## config.mk

```make
export PLATFORM = sky130hd
export DESIGN_NAME = iq_frame_rx
export DESIGN_NICKNAME = d
export VERILOG_FILES = /design/src/rtl/iq_frame_rx.sv
export SDC_FILE = /design/constraint.sdc
export NUM_CORES = 1
export LEC_CHECK = 0
export ABC_AREA = 1
export CAP_MARGIN = 20
export CORE_MARGIN = 2
export CORE_UTILIZATION = 25
export DETAILED_ROUTE_END_ITERATION = 16
export DONT_BUFFER_PORTS = 1
export PLACE_DENSITY = 0.38
export SETUP_SLACK_MARGIN = 0.2
export SKIP_CTS_REPAIR_TIMING = 1
export SYNTH_ARGS = -nofsm -noshare
export SYNTH_HDL_FRONTEND = slang
export SYNTH_SLANG_ARGS = --single-unit
```

## constraint.sdc

```tcl
create_clock -name clk -period 2 [get_ports clk]
set_input_delay 0.4 -clock clk [delete_from_list [all_inputs] [get_ports clk]]
set_output_delay 0.4 -clock clk [all_outputs]
set_load 0.03 [all_outputs]
```

## src/rtl/iq_frame_rx.sv

```systemverilog
// iq_frame_rx: oversampling receiver for the 32-bit serial I/Q frame stream.
// Optional feature macro: IQ_FRAME_RX_ERRCNT_EN enables the saturating frame_err_cnt.
module iq_frame_rx #(
  parameter int LOCK_FRAMES = 2,
  parameter int LOSS_FRAMES = 3
) (
  input  logic        clk,
  input  logic        reset_n,
  input  logic        rx_clk,
  input  logic        rx_data,
  output logic [12:0] i_data,
  output logic [12:0] q_data,
  output logic        valid,
  output logic        msg_end,
  output logic        locked,
  output logic [7:0]  frame_err_cnt
);

  typedef enum logic [1:0] {ST_HUNT, ST_CHECK, ST_LOCKED} state_t;
  typedef enum logic [1:0] {W_DATA, W_END, W_IDLE, W_BAD} word_t;

  localparam logic [31:0] END_WORD = {2'b10, 14'b0, 2'b01, 14'b0};
  localparam int GW = (LOCK_FRAMES > 1) ? $clog2(LOCK_FRAMES + 1) : 1;
  localparam int LW = (LOSS_FRAMES > 1) ? $clog2(LOSS_FRAMES + 1) : 1;

  function automatic word_t classify(input logic [31:0] w);
    if (w == END_WORD) return W_END;
    if (w == 32'b0) return W_IDLE;
    if (w[31:30] == 2'b10 && w[16] && w[15:14] == 2'b01 && !w[0]) return W_DATA;
    return W_BAD;
  endfunction

  logic          rx_clk_meta_q,  rx_clk_meta_d;
  logic          rx_clk_sync_q,  rx_clk_sync_d;
  logic          rx_clk_dly_q,   rx_clk_dly_d;
  logic          rx_data_meta_q, rx_data_meta_d;
  logic          rx_data_sync_q, rx_data_sync_d;
  logic          bit_edge_q,     bit_edge_d;
  logic [31:0]   sr_q,           sr_d;
  logic [4:0]    bit_cnt_q,      bit_cnt_d;
  state_t        state_q,        state_d;
  logic [GW-1:0] good_cnt_q,     good_cnt_d;
  logic [LW-1:0] bad_cnt_q,      bad_cnt_d;
  logic [12:0]   i_q,            i_d;
  logic [12:0]   q_q,            q_d;
  logic          valid_q,        valid_d;
  logic          msg_end_q,      msg_end_d;
  logic          locked_q,       locked_d;

  word_t word_cls;
  logic  word_wrap;
  logic  emit;

  assign word_cls  = classify(sr_q);
  assign word_wrap = (bit_cnt_q == 5'd31);

  always_comb begin
    // NOTE: every variable gets a default first so no path can infer a latch.
    rx_clk_meta_d  = rx_clk;
    rx_clk_sync_d  = rx_clk_meta_q;
    rx_clk_dly_d   = rx_clk_sync_q;
    rx_data_meta_d = rx_data;
    rx_data_sync_d = rx_data_meta_q;
    bit_edge_d     = rx_clk_sync_q & ~rx_clk_dly_q;
    sr_d           = bit_edge_d ? {sr_q[30:0], rx_data_sync_q} : sr_q;
    bit_cnt_d      = bit_cnt_q;
    state_d        = state_q;
    good_cnt_d     = good_cnt_q;
    bad_cnt_d      = bad_cnt_q;
    i_d            = i_q;
    q_d            = q_q;
    valid_d        = 1'b0;
    msg_end_d      = 1'b0;
    locked_d       = locked_q;
    emit           = 1'b0;

    // The FSM looks at sr_q one cycle after it shifted, flagged by bit_edge_q.
    if (bit_edge_q) begin
      bit_cnt_d = bit_cnt_q + 5'd1;
      unique case (state_q)
        ST_HUNT: begin
          if (word_cls == W_DATA || word_cls == W_END) begin
            bit_cnt_d  = '0;
            good_cnt_d = '0;
            state_d    = ST_CHECK;
          end
        end
        ST_CHECK: begin
          if (word_wrap) begin
            if (word_cls == W_BAD) begin
              state_d = ST_HUNT;
            end else if (good_cnt_q == GW'(LOCK_FRAMES - 1)) begin
              state_d   = ST_LOCKED;
              locked_d  = 1'b1;
              bad_cnt_d = '0;
              emit      = 1'b1;
            end else begin
              good_cnt_d = good_cnt_q + GW'(1);
            end
          end
        end
        ST_LOCKED: begin
          if (word_wrap) begin
            if (word_cls == W_BAD) begin
              if (bad_cnt_q == LW'(LOSS_FRAMES - 1)) begin
                state_d  = ST_HUNT;
                locked_d = 1'b0;
              end else begin
                bad_cnt_d = bad_cnt_q + LW'(1);
              end
            end else begin
              bad_cnt_d = '0;
              emit      = 1'b1;
            end
          end
        end
        default: state_d = ST_HUNT;
      endcase

      if (emit) begin
        valid_d   = (word_cls == W_DATA);
        msg_end_d = (word_cls == W_END);
        if (word_cls == W_DATA) begin
          i_d = sr_q[29:17];
          q_d = sr_q[13:1];
        end
      end
    end
  end

  // NOTE: sequential state uses non-blocking assignments only.
  always_ff @(posedge clk) begin
    if (!reset_n) begin
      rx_clk_meta_q  <= 1'b0;
      rx_clk_sync_q  <= 1'b0;
      rx_clk_dly_q   <= 1'b0;
      rx_data_meta_q <= 1'b0;
      rx_data_sync_q <= 1'b0;
      bit_edge_q     <= 1'b0;
      sr_q           <= '0;
      bit_cnt_q      <= '0;
      state_q        <= ST_HUNT;
      good_cnt_q     <= '0;
      bad_cnt_q      <= '0;
      i_q            <= '0;
      q_q            <= '0;
      valid_q        <= 1'b0;
      msg_end_q      <= 1'b0;
      locked_q       <= 1'b0;
    end else begin
      rx_clk_meta_q  <= rx_clk_meta_d;
      rx_clk_sync_q  <= rx_clk_sync_d;
      rx_clk_dly_q   <= rx_clk_dly_d;
      rx_data_meta_q <= rx_data_meta_d;
      rx_data_sync_q <= rx_data_sync_d;
      bit_edge_q     <= bit_edge_d;
      sr_q           <= sr_d;
      bit_cnt_q      <= bit_cnt_d;
      state_q        <= state_d;
      good_cnt_q     <= good_cnt_d;
      bad_cnt_q      <= bad_cnt_d;
      i_q            <= i_d;
      q_q            <= q_d;
      valid_q        <= valid_d;
      msg_end_q      <= msg_end_d;
      locked_q       <= locked_d;
    end
  end

`ifdef IQ_FRAME_RX_ERRCNT_EN
  logic [7:0] err_cnt_q, err_cnt_d;

  always_comb begin
    err_cnt_d = err_cnt_q;
    if (bit_edge_q && state_q == ST_LOCKED && word_wrap && word_cls == W_BAD &&
        err_cnt_q != 8'hFF) begin
      err_cnt_d = err_cnt_q + 8'd1;
    end
  end

  always_ff @(posedge clk) begin
    if (!reset_n) err_cnt_q <= '0;
    else          err_cnt_q <= err_cnt_d;
  end

  assign frame_err_cnt = err_cnt_q;
`else
  assign frame_err_cnt = 8'd0;
`endif

  assign i_data  = i_q;
  assign q_data  = q_q;
  assign valid   = valid_q;
  assign msg_end = msg_end_q;
  assign locked  = locked_q;

endmodule
```

==> impl_metrics.py <==
metrics = {
    "outcome": {
        "status": "finished, final reports clean",
    },
    "critical_path": {
        "path_class": "reg -> reg",
        "start_kind": "flip-flop",
        "r2r_end": "q_data[2]",
        "critPathArrivalTime_ns": 2.06,
        "reg2reg_from": "bit_cnt_q[0]",
        "crit_fanout": 13,
        "r2r.worst_path.cells": 10,
        "startpoint": "bit_cnt_q[0]",
        "rrSetupSlack_ns": 0.17,
        "crit_path_end_kind": "flip-flop",
        "cp_data_required_time_ns": 2.23,
    },
    "placed_design": {
        "gp_congestion": 0.838,
        "portBuffers": 0,
        "place_area_sq_um": 3560,
        "dpl.hpwl_microns": 4610,
    },
    "global_routing": {
        "track_usage_pct": 10.6,
        "antenna_found_initial": 0,
        "grt_max_degree": 74,
        "grt.overflow.total": 0,
        "grt_pass1_wl_microns": 12200,
        "grt_pass1_vias": 2484,
    },
    "synthesis": {
        "synth_ff_type": "dfxtp_1",
        "synthArstFlopShare_pct": 0,
        "netlist_instances": 453,
        "synth_top_family_by_area": "compound AO/OA/AOI/OAI gates",
        "ys_top_cells_by_area": "dfxtp_1 (45%), inv_1 (7.3%), nor2_1 (6.8%)",
        "yosys.area_share.adder_pct": 2.55,
        "yosys.area.top_type": "dfxtp_1",
        "avgSynthCellArea_sq_um": 7.59,
        "synth-seq-cells": 78,
        "yosys_warnings": 0,
        "ys_seq_area_share_pct": 45.4,
        "yosys.area_share.simple_pct": 19.1,
        "synth_area_sq_um": 3440,
        "synthMuxAreaShare_pct": 0,
        "synth-xor-area-share_pct": 0.509,
        "ys_types": 32,
        "synth_top_area_share_pct": 45.4,
        "synth-compound-area-share_pct": 19.2,
        "synth_edf_count": 0,
    },
    "floorplanning": {
        "die_w_microns": 121,
        "core_area_sq_um": 13300,
        "die_y_microns": 121,
        "initial_core_util_pct": 25.8,
        "dieArea_sq_um": 14700,
        "ios": 41,
        "rows": 42,
    },
    "routing": {
        "wl_met2_microns": 3270,
        "met3_length_microns": 384,
        "highest_layer": "met4",
        "vias": 2669,
        "avgRoutedWirePerCell_microns": 12.2,
        "wl_met1_microns": 3940,
        "remaining_drc_errors": 0,
        "ant_nets": 0,
        "drt_pass1_iterations": 4,
        "wirelength_microns": 7770,
        "drt_iter0_drc": 119,
        "via_per_inst": 4.20,
    },
    "sta": {
        "fin_skew_ns": 0.0123,
        "rsz0062_at_grt": "yes",
        "drv_slew": 0,
        "setup_viol": 0,
        "max_freq_mhz": 548,
        "period_minus_slack_ns": 1.83,
        "finalCritPeriodShare_pct": 91.3,
        "hold_viol": 0,
        "tns_ns": 0,
    },
    "power": {
        "seq_power_share_pct": 48.1,
        "clockPowerShare_pct": 45.5,
        "power_frac_comb_pct": 6.4,
        "power_switching_mw": 0.843,
        "ir_worst_vdd_v": 0.000394,
        "p_int_mw": 2.54,
        "p_leak_nw": 1.64,
        "pwr_density_cell_nw_per_um2": 832,
        "p_sw_share_pct": 24.9,
    },
    "clocking": {
        "htreeDepth": 3,
        "cts_buffers": 9,
        "cts.sinks": 78,
        "cts_tree": "done",
        "cts_root_buf": "clkbuf_16",
        "clock_latency_ns": 0.35,
        "path_clk_slew_ns": 0.06,
        "clockBufferDepth": 2,
    },
    "cells_and_area": {
        "final_cell_mix": "dfxtp_1 (71), inv_1 (66), nor2_1 (57), nand2_1 (48), a21oi_1 (40)",
        "syn2layout_area_growth_pct": 18.2,
        "drive_gt1_share_pct": 20.0,
        "antenna_cells": 0,
        "layout_commonest_cell": "dfxtp_1",
        "nets": 466,
        "final_area_sq_um": 4060,
    },
    "worst_hold_path": {
        "whs_endpoint": "rx_clk_meta_q",
        "hold_path_depth": 2,
        "min_from": "rx_clk",
        "hold_class": "in -> reg",
    },
    "job": {
        "max-cap-violations": 0,
    },
}
## cell families (layout without fill, tap and decap cells)
family | after synthesis | in the layout
XOR/XNOR | 2 | 2
flip-flops | 78 | 78
buffers and inverters | 102 | 102
other | 1 | 8
adder cells (fa/ha/maj) | 7 | 7
AND/OR/NAND/NOR | 145 | 145
AO/OA/AOI/OAI | 118 | 118
## synth_stat cells, types with 2 or more instances
cell type,instances
a21oi_1,42
a21oi_2,16
buf_1,3
buf_4,8
buf_6,5
clkbuf_1,12
dfxtp_1,78
ha_1,7
inv_1,67
inv_2,5
nand2_1,50
nand2_2,2
nand3_1,15
nand4_1,4
nor2_1,62
nor2_4,3
nor3_1,2
o21ai_0,36
o21ai_1,21
o21ai_2,3
## registers in the layout (all words and copies together) (netlist names), 2 cells and up
register	count
bit_cnt_q	5
good_cnt_q	2
state_q	2
bad_cnt_q	2
q_data	13
i_data	13
sr_q	32
## power groups by stage
stage | clock network [mW] | registers (mW) | logic, mW
after floorplan | 0 | 1.65 | 0.202
after CTS | 1.58 | 1.62 | 0.212
after detailed placement | 0 | 1.66 | 0.210
after global placement | 0 | 1.66 | 0.208
final | 1.54 | 1.63 | 0.215
after global routing | 1.66 | 1.63 | 0.251
## worst max-delay path, cell delays in order (launching register included)
cell,delay [ns]
dfxtp_4,0.36
ha_4,0.14
nand2_2,0.06
nor2_2,0.08
ha_2,0.19
nand2_2,0.07
a21oi_4,0.15
nand4_4,0.23
clkbuf_16,0.25
o21ai_1,0.15
a21oi_2,0.04
## metrics by stage
stage	hold slack, ns	std cells	power (mW)	utilization (%)	setup slack (ns)
after floorplan	0.390	460	1.85	-	0.240
after global placement	0.395	612	1.87	26.7	0.117
after detailed placement	0.401	612	1.87	26.7	0.0346
after CTS	0.147	628	3.42	28.7	0.0325
after global routing	0.164	636	3.54	30.4	0.0480
final	0.157	636	3.38	30.4	0.174
## worst max-delay path by stage
stage,endpoint
global placement,i_data[12]
detailed placement,i_data[12]
finish,q_data[2]
global route,q_data[2]
CTS,i_data[12]
floorplan,q_data[12]
## layer usage
metal  vias to the layer above  global-route usage [%]
met2                        45                    15.3
met1                      1189                    13.8
met3                        12                    3.95
li1                       1423                       -
met4                         0                    5.32
met5                         -                       0
## final cells by class
type | count | area, sq um
multi-input cells | 280 | 1560
flip-flops and latches | 78 | 1570
clock inverters | 5 | 32.5
clock buffers | 11 | 243
well taps | 176 | 220
inverters | 73 | 274
fillers | 1430 | 9280
repair buffers | 13 | 166
No activity file was read; power rests on OpenSTA's default activity.
